$ cat src/rtl/alu_pkg.sv
`default_nettype none
// ============================================================================
// Module   : alu_pkg
// Brief    : Shared ALU FunSel codes, flag bit positions and sequencer states.
// Revision : 1.0 - initial release
// ============================================================================
package alu_pkg;

    localparam logic [4:0] FS_PASS_A  = 5'b10000;
    localparam logic [4:0] FS_PASS_B  = 5'b10001;
    localparam logic [4:0] FS_NOT_A   = 5'b10010;
    localparam logic [4:0] FS_NOT_B   = 5'b10011;
    localparam logic [4:0] FS_ADD32   = 5'b10100;
    localparam logic [4:0] FS_ADDC32  = 5'b10101;
    localparam logic [4:0] FS_SUB32   = 5'b10110;
    localparam logic [4:0] FS_AND32   = 5'b10111;

    // Bit positions inside the {Z,C,N,O} flag nibble
    localparam int FLAG_Z = 3;
    localparam int FLAG_C = 2;
    localparam int FLAG_N = 1;
    localparam int FLAG_O = 0;

    typedef enum logic [1:0] {
        IDLE = 2'd0,
        STEP = 2'd1,
        FLAG = 2'd2
    } seq_state_t;

endpackage : alu_pkg
`default_nettype wire

$ cat src/rtl/alu_mul_sequencer.sv
`default_nettype none
// ============================================================================
// Module   : alu_mul_sequencer
// Brief    : Shift-and-add unsigned multiplier that borrows the shared ALU
//            for every addition and optionally for the final flag update.
// Revision : 1.0 - initial release
// ============================================================================
module alu_mul_sequencer
    import alu_pkg::*;
#(
    parameter int         WIDTH      = 16,
    parameter logic [4:0] ADD_FUNSEL = FS_ADD32
) (
    input  logic             Clock,
    input  logic             Reset,
    input  logic             Start,
    input  logic [WIDTH-1:0] Multiplicand,
    input  logic [WIDTH-1:0] Multiplier,
    input  logic             SetFlags,
    output logic             Busy,
    output logic             Done,
    output logic [31:0]      Product,
    output logic [31:0]      ALU_A,
    output logic [31:0]      ALU_B,
    output logic [4:0]       ALU_FunSel,
    output logic             ALU_WF,
    input  logic [31:0]      ALUOut
);

    localparam int CW = (WIDTH > 1) ? $clog2(WIDTH) : 1;
    localparam logic [CW-1:0] c_last_count = CW'(WIDTH - 1);

    seq_state_t       r_state;
    seq_state_t       w_state_nxt;
    logic [31:0]      r_acc;
    logic [31:0]      r_mcand;
    logic [WIDTH-1:0] r_mplr;
    logic [CW-1:0]    r_count;
    logic             r_sf;
    logic             r_done;
    logic [31:0]      r_product;
    logic             w_last_step;

    // Stop early once no set multiplier bits remain above the current one
    assign w_last_step = ((r_mplr >> 1) == '0) || (r_count == c_last_count);

    always_ff @(posedge Clock or posedge Reset) begin
        if (Reset) begin
            r_state <= IDLE;
        end else begin
            r_state <= w_state_nxt;
        end
    end

    always_comb begin
        w_state_nxt = r_state;
        ALU_A       = '0;
        ALU_B       = '0;
        ALU_FunSel  = ADD_FUNSEL;
        ALU_WF      = 1'b0;
        case (r_state)
            IDLE: begin
                if (Start) begin
                    w_state_nxt = (Multiplier == '0) ? FLAG : STEP;
                end
            end
            STEP: begin
                ALU_A = r_acc;
                ALU_B = r_mcand;
                if (w_last_step) begin
                    w_state_nxt = FLAG;
                end
            end
            FLAG: begin
                ALU_A       = r_acc;
                ALU_WF      = r_sf;
                w_state_nxt = IDLE;
            end
            default: begin
                w_state_nxt = IDLE;
            end
        endcase
    end

    always_ff @(posedge Clock or posedge Reset) begin
        if (Reset) begin
            r_acc     <= '0;
            r_mcand   <= '0;
            r_mplr    <= '0;
            r_count   <= '0;
            r_sf      <= 1'b0;
            r_done    <= 1'b0;
            r_product <= '0;
        end else begin
            r_done <= (r_state == FLAG);
            case (r_state)
                IDLE: begin
                    if (Start) begin
                        r_acc   <= '0;
                        r_mcand <= {{(32-WIDTH){1'b0}}, Multiplicand};
                        r_mplr  <= Multiplier;
                        r_count <= '0;
                        r_sf    <= SetFlags;
                    end
                end
                STEP: begin
                    if (r_mplr[0]) begin
                        r_acc <= ALUOut;
                    end
                    r_mcand <= r_mcand << 1;
                    r_mplr  <= r_mplr >> 1;
                    r_count <= r_count + CW'(1);
                end
                FLAG: begin
                    r_product <= r_acc;
                end
                default: begin
                end
            endcase
        end
    end

    assign Busy    = (r_state != IDLE);
    assign Done    = r_done;
    assign Product = r_product;

endmodule : alu_mul_sequencer
`default_nettype wire

$ cat config.mk
export PLATFORM = sky130hd
export DESIGN_NAME = alu_mul_sequencer
export DESIGN_NICKNAME = d
export VERILOG_FILES = /design/src/rtl/alu_pkg.sv /design/src/rtl/alu_mul_sequencer.sv
export SDC_FILE = /design/constraint.sdc
export NUM_CORES = 1
export LEC_CHECK = 0
export ABC_AREA = 1
export CORE_ASPECT_RATIO = 0.75
export CORE_UTILIZATION = 43
export DETAILED_ROUTE_END_ITERATION = 10
export MAX_ROUTING_LAYER = met4
export PLACE_DENSITY = 0.75
export REMOVE_ABC_BUFFERS = 1
export SYNTH_ARGS = -nofsm -noshare
export SYNTH_HDL_FRONTEND = slang
export SYNTH_SLANG_ARGS = --single-unit
$ cat constraint.sdc
create_clock -name Clock -period 10.85 [get_ports Clock]
set_input_delay 3.255 -clock Clock [delete_from_list [all_inputs] [get_ports Clock]]
set_output_delay 3.255 -clock Clock [all_outputs]
set_load 0.02 [all_outputs]
==> reports/results.md <==
### Synth
• **share of synthesized area occupied by flip-flops and latches** 55.0%
• **area of the mapped netlist** 5460 um^2
• **Avg Inst Size Synth** 8.07 um^2
• **Synth Instances** 677
• **Yosys warnings** 0
• **number of library cell types mapped by synthesis** 20
• **flops & latches, synth** 120

### Route
• **number of vias after detailed routing** 4878
• **Antenna Violating Nets Remaining** 0
• **router iterations before antenna repair** 4
• **routed len/inst** 13.6 um
• **vias per inst** 4.85
• **Iter 0 DRT Violations** 382
• **post-route DRC violation count** 0
• **overall routed net length** 13700 um

### Status
• **run status** completed

### Critical path
• **WP data arrival** 2.76 ns
• **sort of element at the end of the critical path** output pin
• **internal reg-to-reg setup slack** 7.05 ns
• **Critical Setup Path Class** flop to output pin
• **maximum fanout along the worst path** 32
• **type of origin of the critical path** flop
• **FF-to-FF Start** r_state[1]$_DFFE_PP0P_
• **worst path required time** 7.60 ns
• **length in cells of the worst reg-to-reg path** 9
• **FF-to-FF End** r_acc[2]$_DFFE_PP0P_

### Die
• **Starting Density** 44.2%
• **I/O pin count** 172
• **Cell Rows** 35
• **total core area** 12300 um^2
• **area of the die** 13200 um^2
• **chip width** 132 um
• **die height** 99.6 um

### Clocking
• **deepest level of the CTS H-tree** 4
• **number of clock buffers inserted by TritonCTS** 17
• **CTS Root Cell** sky130_fd_sc_hd__clkbuf_16
• **number of buffers added to fix hold violations after cts** 0
• **setup repair bufs after CTS** 0
• **clock sink count** 120
• **clock tree from TritonCTS** built
• **clock insertion delay at the later pin of the skew report** 0.40 ns
• **post-cts repair resize count** 0
• **CTS Buffer Depth** 2
• **clock-pin slew reported for the worst setup and hold paths after clock tree synthesis** 0.05 ns

### Finish
• **area overhead of the layout relative to synthesis** 42.3%
• **Nets** 899
• **core utilization of the finished layout** 63.0%
• **post-route cell area** 7780 um^2
• **antenna cell count** 0
• **top library cells by usage in the layout, fill and taps aside** 166 x sky130_fd_sc_hd__clkdlybuf4s50_1, 135 x sky130_fd_sc_hd__inv_1, 128 x sky130_fd_sc_hd__nand2_1
• **most frequent standard cell in the layout excluding fill and tap cells** sky130_fd_sc_hd__clkdlybuf4s50_1
• **layout cell share with drive strength beyond 1** 5.00%

### Timing
• **share of the cycle needed by the critical path after routing** 55.4%
• **total negative setup slack** 0 ns
• **Pins Over Slew Limit** 0
• **relative max-transition margin** 20.3%
• **Min Clock Period, post-route** 6.01 ns
• **hold slack** 0.488 ns
• **final clock skew** 0.00638 ns
• **maximum achievable frequency** 0.166 GHz
• **RSZ-0062 raised after global routing** false
• **Final setup violation count** 0
• **Least-Margin Pin Slew** 1.19 ns
• **final count of hold timing violations** 0

### Global routing
• **GRT Total Usage** 22.7%
• **global-route wire length before repair** 22900 um
• **antenna violations before repair** 0
• **largest net degree at the start of global routing** 69
• **GRT Residual Overflow** 0
• **via count of the first global-routing pass** 4760

### Pwr
• **power density over the cells** 286 nW/um^2
• **Peak supply drop** 0.153 mV
• **leakage power** 0.00382 uW
• **total power** 2230 uW

### Hold path
• **start point of the worst hold path** r_mcand[6]$_DFFE_PP0P_
• **Hold Path Class** flop to flop
• **worst hold path endpoint** r_mcand[6]$_DFFE_PP0P_
• **depth of the worst hold-timing path** 2

### Placed design
• **detailed placer's ending HPWL** 9080 um
• **Placed Area** 7200 um^2
• **count of buffers from port buffering** 166
• **GPL Wtd Cong** 0.921

### Flow run
• **number of max-cap violations** 0

-- cells in the mapped netlist, drive strengths merged --
cell type	instances	share of area, %
nand3	34	3.1
ha	4	0.92
clkbuf	25	1.7
dfrtp	120	55
buf	18	1.9
o21ai	69	6.4
a22o	1	0.16
a21oi	52	4.8
conb	2	0.14
nor2	56	3.9
o211ai	15	2.1
o22ai	14	1.6
nand2	128	8.8
inv	139	9.5
-- worst max path at each step --
stage                                 startpoint                    to  depth (start not counted)
after global placement                     Start  r_acc[2]$_DFFE_PP0P_                          7
after global routing      r_state[1]$_DFFE_PP0P_             ALU_A[20]                          5
final                     r_state[1]$_DFFE_PP0P_             ALU_A[15]                          5
after detailed placement                   Start  r_acc[2]$_DFFE_PP0P_                          7
after CTS                 r_state[1]$_DFFE_PP0P_             ALU_A[15]                          5
after floorplan                            Reset        Done$_DFF_PP0_                          1
-- flip-flops by register name (all words and copies together) (netlist names) --
name	cells
r_mplr	16
Done	1
r_mcand	32
r_count	4
r_state	2
Product	32
r_sf	1
r_acc	32
-- power breakdown --
group / switching [uW] / internal (uW) / leakage [uW]
combinational: 575 / 361 / 0.00200
sequential: 118 / 625 / 0.00153
clock: 192 / 354 / 0.000280
-- metal layers --
metal	wire (um)	track usage, %
met1	6460	30.9
met2	6040	33.7
met3	1110	5.35
met4	116	7.16
met5	0	-
-- layout make-up --
class	count	area [um^2]
multi-input combinational	378	1770
timing repair buffer	171	1700
fill	1016	4570
sequential	120	3000
clock buffer	24	482
clock inverter	8	95.1
tap	166	208
inverter	139	524
-- cell families after synthesis --
family,Yosys count,synth area share [%]
buffers and inverters,182,13.1
other,2,0.137
AOI/OAI and AO/OA,151,15.0
DFF,120,55.0
adders and majority gates,4,0.916
and+or+nand+nor,218,15.8
-- critical path: stages, from the launching register on --
cell	delay (ns)
sky130_fd_sc_hd__dfrtp_1	0.37
sky130_fd_sc_hd__inv_1	0.08
sky130_fd_sc_hd__ha_1	1.01
sky130_fd_sc_hd__nand2_1	0.18
sky130_fd_sc_hd__inv_1	0.10
sky130_fd_sc_hd__clkdlybuf4s50_1	0.60
-- metrics by stage --
stage | std cells | worst slack (ns)
after floorplan | 637 | 4.41
after global placement | 974 | 5.18
after detailed placement | 974 | 5.09
after CTS | 1006 | 4.75
after global routing | 1006 | 4.62
final | 1006 | 4.84
No activity file was read; power rests on OpenSTA's default activity.
